<file path="src/rtl/spi_frame_responder_if.sv">
`timescale 1ns/1ps
// SPI pin and frame-RAM port bundle for spi_frame_responder.
// slave is the responder's view; master is the far-end SPI host plus the RAM.
interface spi_frame_responder_if #(
  parameter int unsigned ADDR_W = 10
);
  logic              spi_cs;
  logic              spi_sck;
  logic              spi_si;
  logic              spi_so;
  logic              spi_so_oe;
  logic [ADDR_W-1:0] mem_raddr;
  logic [7:0]        mem_rdata;
  logic [ADDR_W-1:0] mem_waddr;
  logic [7:0]        mem_wdata;
  logic              mem_we;
  logic              busy;
  logic              cmd_err;

  modport slave (
    input  spi_cs, spi_sck, spi_si, mem_rdata,
    output spi_so, spi_so_oe, mem_raddr, mem_waddr, mem_wdata, mem_we, busy, cmd_err
  );

  modport master (
    output spi_cs, spi_sck, spi_si, mem_rdata,
    input  spi_so, spi_so_oe, mem_raddr, mem_waddr, mem_wdata, mem_we, busy, cmd_err
  );
endinterface

</file>
<file path="src/rtl/spi_frame_responder.sv">
`timescale 1ns/1ps
// SPI mode-0 slave that serves READ/WRITE frames from an on-chip frame RAM.
// All SPI pins are oversampled and edge-detected in the clk_50 domain.
module spi_frame_responder #(
  parameter int unsigned ADDR_W      = 10,
  parameter logic [7:0]  CMD_READ    = 8'h03,
  parameter logic [7:0]  CMD_WRITE   = 8'h02,
  parameter int unsigned SYNC_STAGES = 2
) (
  input  logic                   clk_50,
  input  logic                   reset,
  spi_frame_responder_if.slave   bus
);
  localparam int unsigned RX_W = (ADDR_W > 8) ? ADDR_W : 8;

  typedef enum logic [2:0] {
    WAIT_CS, IDLE, CMD, ADDR, RD_LOAD, RD_DATA, WR_DATA, IGNORE
  } state_t;

  state_t                 state;
  logic [SYNC_STAGES-1:0] cs_sync, sck_sync, si_sync;
  logic                   sck_prev;
  logic                   is_rd;
  logic                   skip_fall;
  logic [RX_W-2:0]        rx;
  logic [4:0]             bit_cnt;
  logic [ADDR_W-1:0]      addr;
  logic [6:0]             tx;
  logic [7:0]             pf;
  logic [1:0]             rd_pipe;

  logic              cs_s, sck_s, si_s, sck_rise, sck_fall;
  logic [RX_W-1:0]   rx_next;
  logic [ADDR_W-1:0] rx_addr, addr_inc;

  assign cs_s     = cs_sync[SYNC_STAGES-1];
  assign sck_s    = sck_sync[SYNC_STAGES-1];
  assign si_s     = si_sync[SYNC_STAGES-1];
  assign sck_rise = sck_s & ~sck_prev & ~cs_s;
  assign sck_fall = ~sck_s & sck_prev & ~cs_s;
  assign rx_next  = {rx, si_s};
  assign rx_addr  = rx_next[ADDR_W-1:0];
  assign addr_inc = addr + ADDR_W'(1);

  // Sync chains reset to cs low so a mid-frame reset cannot look like an idle bus.
  always_ff @(posedge clk_50) begin
    if (reset) begin
      state         <= WAIT_CS;
      cs_sync       <= '0;
      sck_sync      <= '0;
      si_sync       <= '0;
      sck_prev      <= 1'b0;
      is_rd         <= 1'b0;
      skip_fall     <= 1'b0;
      rx            <= '0;
      bit_cnt       <= '0;
      addr          <= '0;
      tx            <= '0;
      pf            <= '0;
      rd_pipe       <= '0;
      bus.spi_so    <= 1'b0;
      bus.spi_so_oe <= 1'b0;
      bus.mem_raddr <= '0;
      bus.mem_waddr <= '0;
      bus.mem_wdata <= '0;
      bus.mem_we    <= 1'b0;
      bus.busy      <= 1'b0;
      bus.cmd_err   <= 1'b0;
    end else begin
      cs_sync     <= {cs_sync[SYNC_STAGES-2:0], bus.spi_cs};
      sck_sync    <= {sck_sync[SYNC_STAGES-2:0], bus.spi_sck};
      si_sync     <= {si_sync[SYNC_STAGES-2:0], bus.spi_si};
      sck_prev    <= sck_s;
      rd_pipe     <= {rd_pipe[0], 1'b0};
      bus.mem_we  <= 1'b0;
      bus.cmd_err <= 1'b0;
      if (sck_rise) rx <= rx_next[RX_W-2:0];

      if (cs_s && state != WAIT_CS && state != IDLE) begin
        state         <= IDLE;
        bus.spi_so    <= 1'b0;
        bus.spi_so_oe <= 1'b0;
        bus.busy      <= 1'b0;
        rd_pipe       <= '0;
      end else begin
        case (state)
          WAIT_CS: if (cs_s) state <= IDLE;
          IDLE: if (!cs_s) begin
            state    <= CMD;
            bus.busy <= 1'b1;
            bit_cnt  <= '0;
          end
          CMD: if (sck_rise) begin
            if (bit_cnt == 5'd7) begin
              bit_cnt <= '0;
              if (rx_next[7:0] == CMD_READ) begin
                is_rd <= 1'b1;
                state <= ADDR;
              end else if (rx_next[7:0] == CMD_WRITE) begin
                is_rd <= 1'b0;
                state <= ADDR;
              end else begin
                bus.cmd_err <= 1'b1;
                state       <= IGNORE;
              end
            end else begin
              bit_cnt <= bit_cnt + 5'd1;
            end
          end
          // Read address goes straight to the RAM port to keep the first-bit latency short.
          ADDR: if (sck_rise) begin
            if (bit_cnt == 5'd23) begin
              bit_cnt <= '0;
              addr    <= rx_addr;
              if (is_rd) begin
                bus.mem_raddr <= rx_addr;
                rd_pipe[0]    <= 1'b1;
                state         <= RD_LOAD;
              end else begin
                state <= WR_DATA;
              end
            end else begin
              bit_cnt <= bit_cnt + 5'd1;
            end
          end
          RD_LOAD: if (rd_pipe[1]) begin
            tx            <= bus.mem_rdata[6:0];
            bus.spi_so    <= bus.mem_rdata[7];
            bus.spi_so_oe <= 1'b1;
            skip_fall     <= 1'b1;
            bit_cnt       <= '0;
            bus.mem_raddr <= addr_inc;
            addr          <= addr_inc;
            rd_pipe[0]    <= 1'b1;
            state         <= RD_DATA;
          end
          // The falling edge right after the last address bit must keep the MSB on the line.
          RD_DATA: begin
            if (rd_pipe[1]) pf <= bus.mem_rdata;
            if (sck_fall) begin
              if (skip_fall) begin
                skip_fall <= 1'b0;
              end else if (bit_cnt == 5'd7) begin
                tx            <= pf[6:0];
                bus.spi_so    <= pf[7];
                bit_cnt       <= '0;
                bus.mem_raddr <= addr_inc;
                addr          <= addr_inc;
                rd_pipe[0]    <= 1'b1;
              end else begin
                tx         <= {tx[5:0], 1'b0};
                bus.spi_so <= tx[6];
                bit_cnt    <= bit_cnt + 5'd1;
              end
            end
          end
          WR_DATA: if (sck_rise) begin
            if (bit_cnt == 5'd7) begin
              bit_cnt       <= '0;
              bus.mem_waddr <= addr;
              bus.mem_wdata <= rx_next[7:0];
              bus.mem_we    <= 1'b1;
              addr          <= addr_inc;
            end else begin
              bit_cnt <= bit_cnt + 5'd1;
            end
          end
          IGNORE: bus.spi_so_oe <= 1'b0;
          default: state <= WAIT_CS;
        endcase
      end
    end
  end
endmodule

</file>
<file path="src/flat_wrapper.sv">
// flat-port wrapper written by rule: the top's interface ports become plain ports
module spi_frame_responder_flat 
#(
  parameter int unsigned ADDR_W      = 10,
  parameter logic [7:0]  CMD_READ    = 8'h03,
  parameter logic [7:0]  CMD_WRITE   = 8'h02,
  parameter int unsigned SYNC_STAGES = 2
)
  (clk_50, reset, bus_spi_cs, bus_spi_sck, bus_spi_si, bus_mem_rdata, bus_spi_so, bus_spi_so_oe, bus_mem_raddr, bus_mem_waddr, bus_mem_wdata, bus_mem_we, bus_busy, bus_cmd_err);
  spi_frame_responder_if #(.ADDR_W(ADDR_W)) bus_i ();
  input  logic clk_50;
  input  logic reset;
  input wire logic [$bits(bus_i.spi_cs)-1:0] bus_spi_cs;
  input wire logic [$bits(bus_i.spi_sck)-1:0] bus_spi_sck;
  input wire logic [$bits(bus_i.spi_si)-1:0] bus_spi_si;
  input wire logic [$bits(bus_i.mem_rdata)-1:0] bus_mem_rdata;
  output wire logic [$bits(bus_i.spi_so)-1:0] bus_spi_so;
  output wire logic [$bits(bus_i.spi_so_oe)-1:0] bus_spi_so_oe;
  output wire logic [$bits(bus_i.mem_raddr)-1:0] bus_mem_raddr;
  output wire logic [$bits(bus_i.mem_waddr)-1:0] bus_mem_waddr;
  output wire logic [$bits(bus_i.mem_wdata)-1:0] bus_mem_wdata;
  output wire logic [$bits(bus_i.mem_we)-1:0] bus_mem_we;
  output wire logic [$bits(bus_i.busy)-1:0] bus_busy;
  output wire logic [$bits(bus_i.cmd_err)-1:0] bus_cmd_err;
  assign bus_i.spi_cs = bus_spi_cs;
  assign bus_i.spi_sck = bus_spi_sck;
  assign bus_i.spi_si = bus_spi_si;
  assign bus_i.mem_rdata = bus_mem_rdata;
  assign bus_spi_so = bus_i.spi_so;
  assign bus_spi_so_oe = bus_i.spi_so_oe;
  assign bus_mem_raddr = bus_i.mem_raddr;
  assign bus_mem_waddr = bus_i.mem_waddr;
  assign bus_mem_wdata = bus_i.mem_wdata;
  assign bus_mem_we = bus_i.mem_we;
  assign bus_busy = bus_i.busy;
  assign bus_cmd_err = bus_i.cmd_err;
  spi_frame_responder #(.ADDR_W(ADDR_W), .CMD_READ(CMD_READ), .CMD_WRITE(CMD_WRITE), .SYNC_STAGES(SYNC_STAGES)) u_core (.clk_50(clk_50), .reset(reset), .bus(bus_i));
endmodule
</file>
<file path="config.mk">
export PLATFORM = sky130hd
export DESIGN_NAME = spi_frame_responder_flat
export DESIGN_NICKNAME = d
export VERILOG_FILES = /design/src/rtl/spi_frame_responder_if.sv /design/src/rtl/spi_frame_responder.sv /design/src/flat_wrapper.sv
export SDC_FILE = /design/constraint.sdc
export NUM_CORES = 1
export LEC_CHECK = 0
export ABC_CLOCK_PERIOD_IN_PS = 2200
export CAP_MARGIN = 20
export CORE_ASPECT_RATIO = 1.25
export CORE_MARGIN = 5
export CORE_UTILIZATION = 58
export CTS_BUF_LIST = sky130_fd_sc_hd__clkbuf_4 sky130_fd_sc_hd__clkbuf_8
export CTS_CLUSTER_SIZE = 24
export DETAILED_ROUTE_END_ITERATION = 10
export PLACE_DENSITY_LB_ADDON = 0.12
export SYNTH_ARGS = -nofsm -noshare
export SYNTH_HDL_FRONTEND = slang
export SYNTH_SLANG_ARGS = --single-unit
</file>
<file path="constraint.sdc">
create_clock -name clk_50 -period 2.2 [get_ports clk_50]
set_clock_uncertainty 0.05 [all_clocks]
set_input_delay 0.33 -clock clk_50 [delete_from_list [all_inputs] [get_ports clk_50]]
set_output_delay 0.33 -clock clk_50 [all_outputs]
set_load 0.05 [all_outputs]
</file>
### Word-level counts from Yosys, hierarchy flattened

Index checks and enable logic that the tools add are counted.

| storage, ports and cells | value |
|---|---|
| memory bits (read-only) | 0 |
| word-level logic and storage cells | 158 |
| input port bits | 13 |
| bits in writable memories | 0 |
| bits in registers | 86 |
| memories | 0 |
| output and inout port bits | 33 |
| bits in latches | 0 |

| cells by class | value |
|---|---|
| divide/modulo/power cells | 0 |
| order comparisons | 0 |
| equal/unequal tests | 32 |
| shift operators | 0 |
| multipliers | 0 |
| bitwise logic cells | 12 |
| multiplexer cells | 61 |
| reduce and logical (&&, ||, !) cells | 29 |
| add/subtract/negate cells | 2 |

Operator list:

| kind | number |
|---|---|
| $mux W10 | 13 |
| $mux W5 | 8 |
| $pmux W10 S4 | 1 |
| $reduce_and A8 Y1 | 4 |
| $pmux W10 S3 | 1 |
| $mux W7 | 4 |
| $mux W3 | 9 |
| $pmux W5 S5 | 1 |
| $ne A2 B1 Y1 const B | 11 |
| $ne A3 B1 Y1 const B | 7 |
| $mux W1 | 17 |
| $eq A8 B2 Y1 const B | 2 |
| $pmux W3 S5 | 1 |
| $pmux W7 S2 | 1 |
| $eq A3 B3 Y1 const B | 4 |
| $reduce_and A4 Y1 | 3 |
| $add A10 B1 Y10 const B | 1 |
| $reduce_and A5 Y1 | 2 |
| $reduce_bool A5 Y1 | 2 |
| $reduce_and A9 Y1 | 1 |
| $not A1 Y1 | 8 |
| $eq A3 B2 Y1 const B | 2 |
| $pmux W1 S2 | 3 |
| $reduce_bool A2 Y1 | 3 |
| 19 further kinds | 27 |

### Depth between registers and ports, before layout

Gate-level depths: netlist of the first run.

| depth | value |
|---|---|
| word-level depth | 7 |
| mapped depth | 9 |
| depth with buffers taken out | 6 |

### Worst setup path before layout of the first run

OpenSTA, ideal clock, no wires.

| timing | value |
|---|---|
| kind | register to register |
| from | register u_core.bit_cnt[0] |
| to | register u_core.bus.mem_wdata[2] |
| slack | 239 ps |
| arrival | 1,783 ps |
| cell stages (with the launch flop) | 10 |
| data required time | 2,022 ps |
| cells stage by stage | dfxtp_1 > ha_1 > and4bb_1 > buf_4 > nand4_4 > or2_1 > buf_6 > buf_6 > mux2i_1 > nor2_1 |

| between the ends | value |
|---|---|
| cells in the longest elaborated chain, start to end | 2 |

RTL lines:

| element | line | RTL |
|---|---|---|
| start, declared | spi_frame_responder.sv:26 | `logic [4:0] bit_cnt;` |
| start signal, assigned | spi_frame_responder.sv:107 | `bit_cnt <= bit_cnt + 5'd1;` |
| start signal, assigned | spi_frame_responder.sv:123 | `bit_cnt <= bit_cnt + 5'd1;` |
| start signal, assigned | spi_frame_responder.sv:153 | `bit_cnt <= bit_cnt + 5'd1;` |
| $eq A5 B3 Y1 | spi_frame_responder.sv:158 | `if (bit_cnt == 5'd7) begin` |
| $reduce_and A4 Y1 (no source line) | -- |  |
| end signal, assigned | spi_frame_responder.sv:161 | `bus.mem_wdata <= rx_next[7:0];` |
| end, declared | spi_frame_responder_if.sv:22 | `output spi_so, spi_so_oe, mem_raddr, mem_waddr, mem_wdata, mem_we, busy, cmd_err` |

Every way passes these cells.
A chain may end at the register's enable or synchronous reset.

### Worst setup path after layout of the first run

| timing | value |
|---|---|
| from | register u_core.bit_cnt[0] |
| to | register u_core.addr[9] |

| between the ends | value |
|---|---|
| cells in the longest elaborated chain, start to end | 5 |

RTL lines:

| element | line | RTL |
|---|---|---|
| $eq A5 B3 Y1 | spi_frame_responder.sv:143, spi_frame_responder.sv:158 |  |
| $mux W10 (3 in series) | -- |  |
| $pmux W10 S4 | -- |  |
| end signal, assigned | spi_frame_responder.sv:114 | `addr <= rx_addr;` |
| end signal, assigned | spi_frame_responder.sv:133 | `addr <= addr_inc;` |
| end signal, assigned | spi_frame_responder.sv:148 | `addr <= addr_inc;` |
| end, declared | spi_frame_responder.sv:27 | `logic [ADDR_W-1:0] addr;` |

Parallel ways exist; a longest one is shown, timed or not. The select of a mux whose other input is x is not followed.

==> qor.csv, run 1 <==
metric;value;unit
cp_data_required_time;2.40;ns
min_path_type;in -> reg;
max-cap-violations;0;
rows;34;
crit_path_end_kind;register;
final_common_cell;dfxtp_1;
tns;0;ns
intPower;2.46;mW
cp-start-kind;register;
syn_avg_cell_area;8.52;um2
drtPass1Iterations;5;
clkLatencyLatePin;0.36;ns
diodes;0;
clkSinkCount;86;
finalCriticalPeriod;2.04;ns
yosys.area.top_type_share;0.418;
status;completed;
die_w;85.4;um
ys_warn_count;0;
place_congestion;0.905;
mostFrequentLayoutCells;dfxtp_1 (86), nand2_1 (51), a21oi_1 (47), nor2_1 (44), clkdlybuf4s50_1 (44);
p_sw;0.944;mW
gr-total-overflow;0;
grt_max_degree;76;
die-area;8900;um2
initial_core_util;0.595;
via_count;3860;
timing.final.ws_setup;0.156;ns
ys_ff_latch;86;
critPathArrivalTime;2.25;ns
report.final.slew_viol_count;0;
synth_largest_area_cell;dfxtp_1;
io_buffers;45;
die_h;104;um
slew_headroom;0.495;
grt_pass1_vias;3768;
io-pin-count;46;
ctsRootBufferMaster;clkbuf_8;
leakage;1.80;nW
drt-initial-drc-count;232;
routedWlPerCell;16.7;um
finalHoldViolations;0;
stdcell_area;4950;um2
power.share.combinational;0.161;
r2r-start;u_core.bit_cnt[0]$_SDFFE_PP0P_;
seqPwrFrac;0.470;
clkPwrFrac;0.369;
setup_viol;0;
worst_pin_slew;0.758;ns
worstSetupStartpoint;u_core.bit_cnt[0]$_SDFFE_PP0P_;
vdd_drop_max;481;uV
max_freq;489;MHz
synth_flop_cell;dfxtp_1;
drcViolationCount;0;
p_sw_frac;0.277;
synth_area_leaders;dfxtp_1 (42%), mux2i_1 (8.0%), a21oi_1 (5.7%);
drtAntennaViolNets;0;
drive_gt1_frac;0.108;
htree_levels;3;
grt_use_total;0.242;
synth_area;4120;um2
cts.path.max_buffers;2;
antenna_found_initial;0;
synth-seq-area-share;0.418;
core_area;6930;um2
place_ws;0.0451;ns
critPathSlowestCell;dfxtp_1;
path_max_fanout;9;
path_cells;ha_2 > nand3b_1 > a2111oi_4 > o21a_2 > nand3_4 > mux2_1;
critical_path.max_stage_delay;0.40;ns
layout.nets;549;
drt-total-wl;10500;um
grt_pass1_wl;17600;um
synth_cell_types;63;
min-delay-start;reset;
path_class;reg -> reg;
min_period_over_period;0.929;
syn2layout_area_growth;20.0;%
synth_nets;499;
utilization;0.713;
power.density;689;nW/um2
synth_cells;484;
viasPerCell;6.14;
place_area;4700;um2
clk_pin_slew_worst_paths;0.09;ns
hpwlAfterDp;7380;um
synth_edf_count;0;
cts_tree;yes;
grt_setup_unrepaired;false;
synth-async-reset-ratio;0;
cts_buffers;9;
## power groups by stage
| stage | clock, mW | combinational [mW] | sequential (mW) |
|---|---|---|---|
| finish | 1.26 | 0.548 | 1.60 |
| CTS | 1.28 | 0.536 | 1.60 |
| detailed placement | 0 | 0.530 | 1.64 |
| global placement | 0 | 0.518 | 1.64 |
| global route | 1.34 | 0.594 | 1.61 |
| floorplan | 0 | 0.351 | 1.66 |
## sequential cells by signal, summed over array words and instances (netlist names), 5 cells and up
register              count
u_core.bit_cnt            5
u_core.bus.mem_waddr     10
u_core.pf                 8
u_core.addr              10
u_core.bus.mem_raddr     10
u_core.bus.mem_wdata      8
u_core.rx                 9
u_core.tx                 7
## layer usage
metal / vias to the layer above / GRT usage / wire, um
met5: - / 0 / 0
met4: 0 / 0.130 / 425
met3: 32 / 0.0317 / 558
met2: 136 / 0.423 / 5310
met1: 1850 / 0.279 / 4190
li1: 1842 / - / -
## synth_stat cells (all sizes together) (3+ instances only)
| cell | count |
|---|---|
| mux2i | 33 |
| clkbuf | 14 |
| nand2 | 51 |
| a21oi | 48 |
| a31oi | 9 |
| inv | 8 |
| nand3 | 30 |
| o311ai | 5 |
| o31ai | 5 |
| or3 | 5 |
| nor2 | 44 |
| xnor2 | 3 |
| nand3b | 3 |
| o21ai | 36 |
| dfxtp | 86 |
| a211oi | 5 |
| nand2b | 7 |
| buf | 18 |
| o211ai | 6 |
| mux2 | 3 |
| nor2b | 10 |
| or2 | 3 |
| nand4 | 5 |
| nor3 | 8 |
| a311oi | 3 |
## worst max-delay path: cells and delay by family, from the launching register on
family	cells	cell delay (ns)
AOI/OAI and AO/OA	2	0.57
DFF	1	0.40
muxes	1	0.35
and+or+nand+nor	2	0.30
adders and majority gates	1	0.26
## timing repair
action                     in CTS  in global routing
setup endpoints to repair       0                 16
buffers inserted                0                  0
resized for setup               0                  4
hold buffers                    0                  0
## area by class of cell
cell class,count,area [um2]
multi-input combinational,357,2210
sequential,86,1720
clock inverter,6,93.8
timing repair buffer,71,641
inverter,9,33.8
fill,555,1990
tap,90,113
clock buffer,10,138
## path summary, 6_finish.rpt
kind                            slack (ns)                            end  cells after the start
worst max register to register        0.16    u_core.addr[9]$_SDFFE_PP0P_                      6
worst min register to register        0.40  u_core.sck_sync[1]$_SDFF_PP0_                      1
worst max-delay path                  0.16    u_core.addr[9]$_SDFFE_PP0P_                      6
worst min-delay path                  0.39    u_core.addr[3]$_SDFFE_PP0P_                      4
## kinds of logic (layout without fill, tap and decap cells)
kind of cell / count (synthesis) / after routing / synth area share
buf+inv: 41 / 96 / 0.0501
xor+xnor: 5 / 5 / 0.0106
compound gates: 133 / 133 / 0.204
fa+ha+maj: 2 / 2 / 0.00607
flops: 86 / 86 / 0.418
mux: 36 / 36 / 0.0883
simple gates: 181 / 181 / 0.223
## metrics by stage
stage	power, mW	hold slack, ns	cells
5_1_grt	3.54	0.421	629
6_report	3.41	0.389	629
3_3_place_gp	2.16	0.367	613
4_1_cts	3.41	0.381	629
3_5_place_dp	2.17	0.387	613
2_1_floorplan	2.01	0.364	484
Power figures use the tool's default switching activity.
==> run 2: changes to the inputs <==
--- a/config.mk
+++ b/config.mk
@@ -11,6 +11,7 @@
 export CORE_MARGIN = 5
 export CORE_UTILIZATION = 58
 export CTS_BUF_LIST = sky130_fd_sc_hd__clkbuf_4 sky130_fd_sc_hd__clkbuf_8
+export CTS_CLUSTER_DIAMETER = 50
 export CTS_CLUSTER_SIZE = 24
 export DETAILED_ROUTE_END_ITERATION = 10
 export PLACE_DENSITY_LB_ADDON = 0.12
==> results of run 2 <==
The final DEF is identical to that of run 1; final timing and power are the same.
==> run 3: changes to the inputs <==
--- a/config.mk
+++ b/config.mk
@@ -5,11 +5,11 @@
 export SDC_FILE = /design/constraint.sdc
 export NUM_CORES = 1
 export LEC_CHECK = 0
-export ABC_CLOCK_PERIOD_IN_PS = 2200
+export ABC_CLOCK_PERIOD_IN_PS = 2600
 export CAP_MARGIN = 20
 export CORE_ASPECT_RATIO = 1.25
 export CORE_MARGIN = 5
-export CORE_UTILIZATION = 58
+export CORE_UTILIZATION = 60
 export CTS_BUF_LIST = sky130_fd_sc_hd__clkbuf_4 sky130_fd_sc_hd__clkbuf_8
 export CTS_CLUSTER_DIAMETER = 50
 export CTS_CLUSTER_SIZE = 24
==> constraint.sdc (replaced) <==
create_clock -name clk_50 -period 2.6 [get_ports clk_50]
set_clock_uncertainty 0.05 [all_clocks]
set_input_delay 0.39 -clock clk_50 [delete_from_list [all_inputs] [get_ports clk_50]]
set_output_delay 0.39 -clock clk_50 [all_outputs]
set_load 0.05 [all_outputs]
==> qor.csv, run 3 (synthesis results as in run 1) <==
metric;value;unit;change
post_cts_buffers;0;;unchanged
die-area;8640;um2;-3.0%
leakage;1.73;nW;-4.0%
report.final.slew_viol_count;0;;unchanged
drt-initial-drc-count;222;;-4.3%
io-pin-count;46;;unchanged
drtPass1Iterations;5;;unchanged
tns;0;ns;unchanged
final_common_cell;dfxtp_1;;
path_max_fanout;19;;+10
grt_setup_unrepaired;false;;
grt_use_total;0.239;;-0.00223
cts_hold_buf;0;;unchanged
slew_headroom;0.317;;-0.178
min_period_over_period;0.920;;-0.00944
cts.path.max_buffers;2;;unchanged
syn2layout_area_growth;16.8;%;
hpwlAfterDp;7070;um;-4.1%
min_path_type;reg -> reg;;
path_class;reg -> reg;;
rows;33;;-2.9%
cts_resized;0;;unchanged
drcViolationCount;0;;unchanged
critPathArrivalTime;2.57;ns;+0.32 ns
viasPerCell;6.00;;-2.1%
die_w;84.1;um;-1.5%
ff_latch_area;1720;um2;unchanged
htree_levels;3;;unchanged
die_h;103;um;-1.5%
initial_core_util;0.620;;+0.0256
clkLatencyLatePin;0.37;ns;about the same
gr-total-overflow;0;;unchanged
max-cap-violations;0;;unchanged
status;completed;;
finalCriticalPeriod;2.39;ns;+0.347 ns
layout.nets;540;;-1.6%
cp_data_required_time;2.78;ns;+0.38 ns
routedWlPerCell;16.2;um;-2.6%
grt_max_degree;76;;unchanged
grt_pass1_vias;3556;;-5.6%
core_area;6650;um2;-4.1%
diodes;0;;unchanged
fillCellCount;532;;-4.1%
drive_gt1_frac;0.0849;;-0.0227
cts_buffers;9;;unchanged
finalHoldViolations;0;;unchanged
vdd_drop_max;388;uV;-19%
reg_top3;u_core.addr: 10 flops, u_core.bus.mem_raddr: 10 flops, u_core.bus.mem_waddr: 10 flops;;
drt-total-wl;10000;um;-4.5%
power.density;555;nW/um2;-19%
ctsRootBufferMaster;clkbuf_8;;
mostFrequentLayoutCells;dfxtp_1 (86), nand2_1 (51), a21oi_1 (47), nor2_1 (44), clkdlybuf4s50_1 (44);;
io_buffers;45;;unchanged
multiInputGateArea;2190;um2;-0.57%
place_ws;0.215;ns;+0.170 ns
timing.final.ws_setup;0.209;ns;+0.0529 ns
cp-start-kind;register;;
cts_tree;yes;;
clk_pin_slew_worst_paths;0.09;ns;about the same
clkSinkCount;86;;unchanged
drtAntennaViolNets;0;;unchanged
crit_path_end_kind;register;;
via_count;3705;;-4.0%
place_congestion;0.929;;+2.6%
setup_viol;0;;unchanged
worst_pin_slew;1.02;ns;+0.266 ns
max_freq;418;MHz;-15%
grt_pass1_wl;16600;um;-5.8%
antenna_found_initial;0;;unchanged
==> run 3: cell count changes in the layout (fill, tap and decap cells not counted), sizes merged <==
cell | before | now
buf | 27 | 18
clkinvlp | 1 | 3
bufinv | 2 | 0
==> run 3: layout make-up <==
cell class                      count  area share
Tap cell                           87      0.0226
Clock buffer                       10      0.0286
Sequential cell                    86       0.358
Inverter                            9     0.00702
Multi-Input combinational cell    357       0.456
Clock inverter                      6     0.00936
Timing Repair Buffer               62       0.119
==> run 3: path summary, 6_finish.rpt <==
| path | from | slack [ns] | cells after the start | end |
|---|---|---|---|---|
| worst max-delay path | u_core.bit_cnt[0]$_SDFFE_PP0P_ | 0.21 | 6 | u_core.bus.mem_waddr[7]$_SDFFE_PP0P_ |
| worst min-delay path | u_core.cs_sync[0]$_SDFF_PP0_ | 0.39 | 1 | u_core.cs_sync[1]$_SDFF_PP0_ |
| worst max register to register | u_core.bit_cnt[0]$_SDFFE_PP0P_ | 0.21 | 6 | u_core.bus.mem_waddr[7]$_SDFFE_PP0P_ |
| worst min register to register | u_core.cs_sync[0]$_SDFF_PP0_ | 0.39 | 1 | u_core.cs_sync[1]$_SDFF_PP0_ |
==> run 3: metrics by stage <==
step	hold WS (ns)	utilization	power [mW]	area, um2	std cells
2_1_floorplan	0.364	-	1.70	4120	484
6_report	0.395	0.724	2.67	4810	617
4_1_cts	0.396	0.724	2.68	4810	617
3_5_place_dp	0.376	0.697	1.82	4630	601
3_3_place_gp	0.366	0.697	1.81	4630	601
5_1_grt	0.423	0.724	2.79	4810	617
==> run 3: where the power goes <==
part | switching, mW | internal [mW] | total, mW
Sequential | 0.0274 | 1.34 | 1.37
Combinational | 0.276 | 0.159 | 0.435
Clock | 0.498 | 0.376 | 0.873
==> run 3: critical path: stages, from the launching register on <==
cell and delay, ns:
dfxtp_1 0.34, ha_1 0.28, and4bb_1 0.27, nand4_4 0.13, or2_1 0.80, mux2i_1 0.32
nor2_1 0.06
==> run 3: routing by layer <==
layer,global-route usage,part of all wire
met2,0.428,0.50
met5,0,0
met4,0.129,0.035
met3,0.0480,0.050
met1,0.269,0.41
==> edit: new RTL, config.mk and constraints of run 1 <==
`SYNC_STAGES` is set to 2 in 2 places; all go to 4.
--- a/src/rtl/spi_frame_responder.sv
+++ b/src/rtl/spi_frame_responder.sv
@@ -7,3 +7,3 @@
   parameter logic [7:0]  CMD_WRITE   = 8'h02,
-  parameter int unsigned SYNC_STAGES = 2
+  parameter int unsigned SYNC_STAGES = 4
 ) (
--- a/src/flat_wrapper.sv
+++ b/src/flat_wrapper.sv
@@ -6,3 +6,3 @@
   parameter logic [7:0]  CMD_WRITE   = 8'h02,
-  parameter int unsigned SYNC_STAGES = 2
+  parameter int unsigned SYNC_STAGES = 4
 )
Function: same outputs for any inputs over 4 cycles, from zero or initial values and one cycle with reset high; that may be too few to reach the edited logic, so the function may still have changed.
==> edit against run 1 <==
Die area up 1.2%; first-iteration DRC count up 18%; combinational power down 5.7%; sequential cell count up 6; cell area up 2.2%; area after synthesis up 1.4%; wire length up 4.3%; total power up 3.9%; setup slack worse by 34 ps; utilization up 1.1 points; non-clock buffer count up 4; via count up 1.4%; largest power group unchanged; highest routed layer unchanged.
==> edit: results (changes against run 1) <==
<table>
<tr><th>Metric</th><th>Value</th></tr>
<tr><th colspan="2">Critical path</th></tr>
<tr><td>R2r setup slk</td><td>120 ps (-30 ps)</td></tr>
<tr><td>CP Data Arrival Time</td><td>2330 ps (+80 ps)</td></tr>
<tr><td>Peak fanout along the critical path</td><td>12 (+3)</td></tr>
<tr><td>Crit path from</td><td>u_core.sck_sync[3]</td></tr>
<tr><td>Endpoint of the most critical register-to-register path</td><td>u_core.addr[0]</td></tr>
<tr><td>Cells on worst reg2reg path</td><td>5 (-1)</td></tr>
<tr><th colspan="2">Drt</th></tr>
<tr><td>Number of vias in the routed layout</td><td>3914 (+1.4%)</td></tr>
<tr><td>Total Routed Length</td><td>10.9 mm (+4.3%)</td></tr>
<tr><td>Count of routing violations after the opening detailed-route iteration</td><td>273 (+18%)</td></tr>
<tr><th colspan="2">Logic synthesis</th></tr>
<tr><td>Most frequent cells after synthesis</td><td>nand2_1, dfxtp_1, nor2_1, a21oi_1, clkbuf_1</td></tr>
<tr><td>Library cells used by synthesis</td><td>59 (-6.3%)</td></tr>
<tr><td>Sequential-to-total area share from yosys stat</td><td>44.1% (+2.3 points)</td></tr>
<tr><td>Cell types occupying the most area after synthesis</td><td>dfxtp_1, nand2_1, a21oi_1, nor2_1, mux2i_1</td></tr>
<tr><th colspan="2">Cells and area</th></tr>
<tr><td>Fraction of layout instances using a drive strength above 1</td><td>10.9% (+0.14 points)</td></tr>
<tr><th colspan="2">Min path</th></tr>
<tr><td>Hold/Removal Path Class</td><td>flop to flop</td></tr>
<tr><th colspan="2">GRT</th></tr>
<tr><td>Total global-route track usage</td><td>24.9% (+0.73 points)</td></tr>
<tr><td>First-pass GRT wire length</td><td>18.1 mm (+2.7%)</td></tr>
<tr><td>Via count of the first global-routing pass</td><td>3865 (+2.6%)</td></tr>
<tr><th colspan="2">STA</th></tr>
<tr><td>Remaining max-slew budget at the tightest pin</td><td>62.9% (+13 points)</td></tr>
<tr><th colspan="2">Placed design</th></tr>
<tr><td>Final RePlAce weighted congestion</td><td>0.902 (-0.34%)</td></tr>
<tr><td>Hpwl dp</td><td>7.66 mm (+3.9%)</td></tr>
<tr><th colspan="2">CTS</th></tr>
<tr><td>Cts bufs inserted</td><td>9 (unchanged)</td></tr>
<tr><th colspan="2">Status</th></tr>
<tr><td>Run status</td><td>complete, no violations</td></tr>
<tr><th colspan="2">Power</th></tr>
<tr><td>Maximum ir drop on the vdd rail</td><td>0.000423 V (-12%)</td></tr>
<tr><td>Leakage component of the power</td><td>0.00167 µW (-7.2%)</td></tr>
</table>
==> edit: layout make-up <==
class	count	area, µm²
Timing Repair Buffer	75	683
Clock buffer	10	131
Sequential cell	92	1840
Tap cell	90	113
Fill cell	589	1920
Multi-Input combinational cell	380	2170
Inverter	6	22.5
Clock inverter	6	93.8
==> edit: cell families after synthesis <==
logic type | count (synthesis) | synth area share [%]
buffers and inverters | 40 | 4.10
flip-flops | 92 | 44.1
multiplexers | 18 | 4.31
adder cells (fa/ha/maj) | 2 | 0.599
AND/OR/NAND/NOR | 227 | 26.0
XOR/XNOR | 8 | 1.68
AO/OA/AOI/OAI | 125 | 19.2
==> edit: worst max-delay path, stage by stage (launching register included) <==
cell and delay (ps):
dfxtp_1 410, or3b_4 490, o21ai_2 210, nand3_2 170, or4_1 530, a31oi_1 160
==> edit: how the worst min path moves through the flow <==
stage,slack [ps],from,to,depth (start not counted)
4_1_cts,370,u_core.rd_pipe[0],u_core.rd_pipe[1],2
5_1_grt,390,u_core.rd_pipe[0],u_core.rd_pipe[1],2
2_1_floorplan,340,u_core.rd_pipe[0],u_core.rd_pipe[1],2
6_report,370,u_core.rd_pipe[0],u_core.rd_pipe[1],2
3_5_place_dp,360,u_core.rd_pipe[0],u_core.rd_pipe[1],2
3_3_place_gp,350,u_core.rd_pipe[0],u_core.rd_pipe[1],2
==> edit: where the power goes <==
part	internal (µW)	leakage [µW]	switching (µW)	total, µW
logic	192	0.000817	325	517
clock network	663	0.000111	615	1280
registers	1700	0.000743	49.0	1750
total	2550	0.00167	989	3540
==> edit: per-layer routing <==
metal | global-route usage [%] | vias up | wire [µm]
li1 | - | 1904 | -
met4 | 14.8 | 0 | 403
met1 | 29.8 | 1834 | 4640
met3 | 3.39 | 38 | 481
met2 | 41.8 | 138 | 5410
met5 | 0 | - | 0
==> edit: stage by stage <==
stage	setup WS (ps)	area, µm²	instances	power [µW]	util (%)
floorplan	285	4180	512	2110	-
global placement	194	4830	643	2280	69.2
detailed placement	124	4830	643	2290	69.2
CTS	115	5050	659	3550	72.4
global route	18.9	5060	659	3680	72.5
finish	122	5060	659	3540	72.5
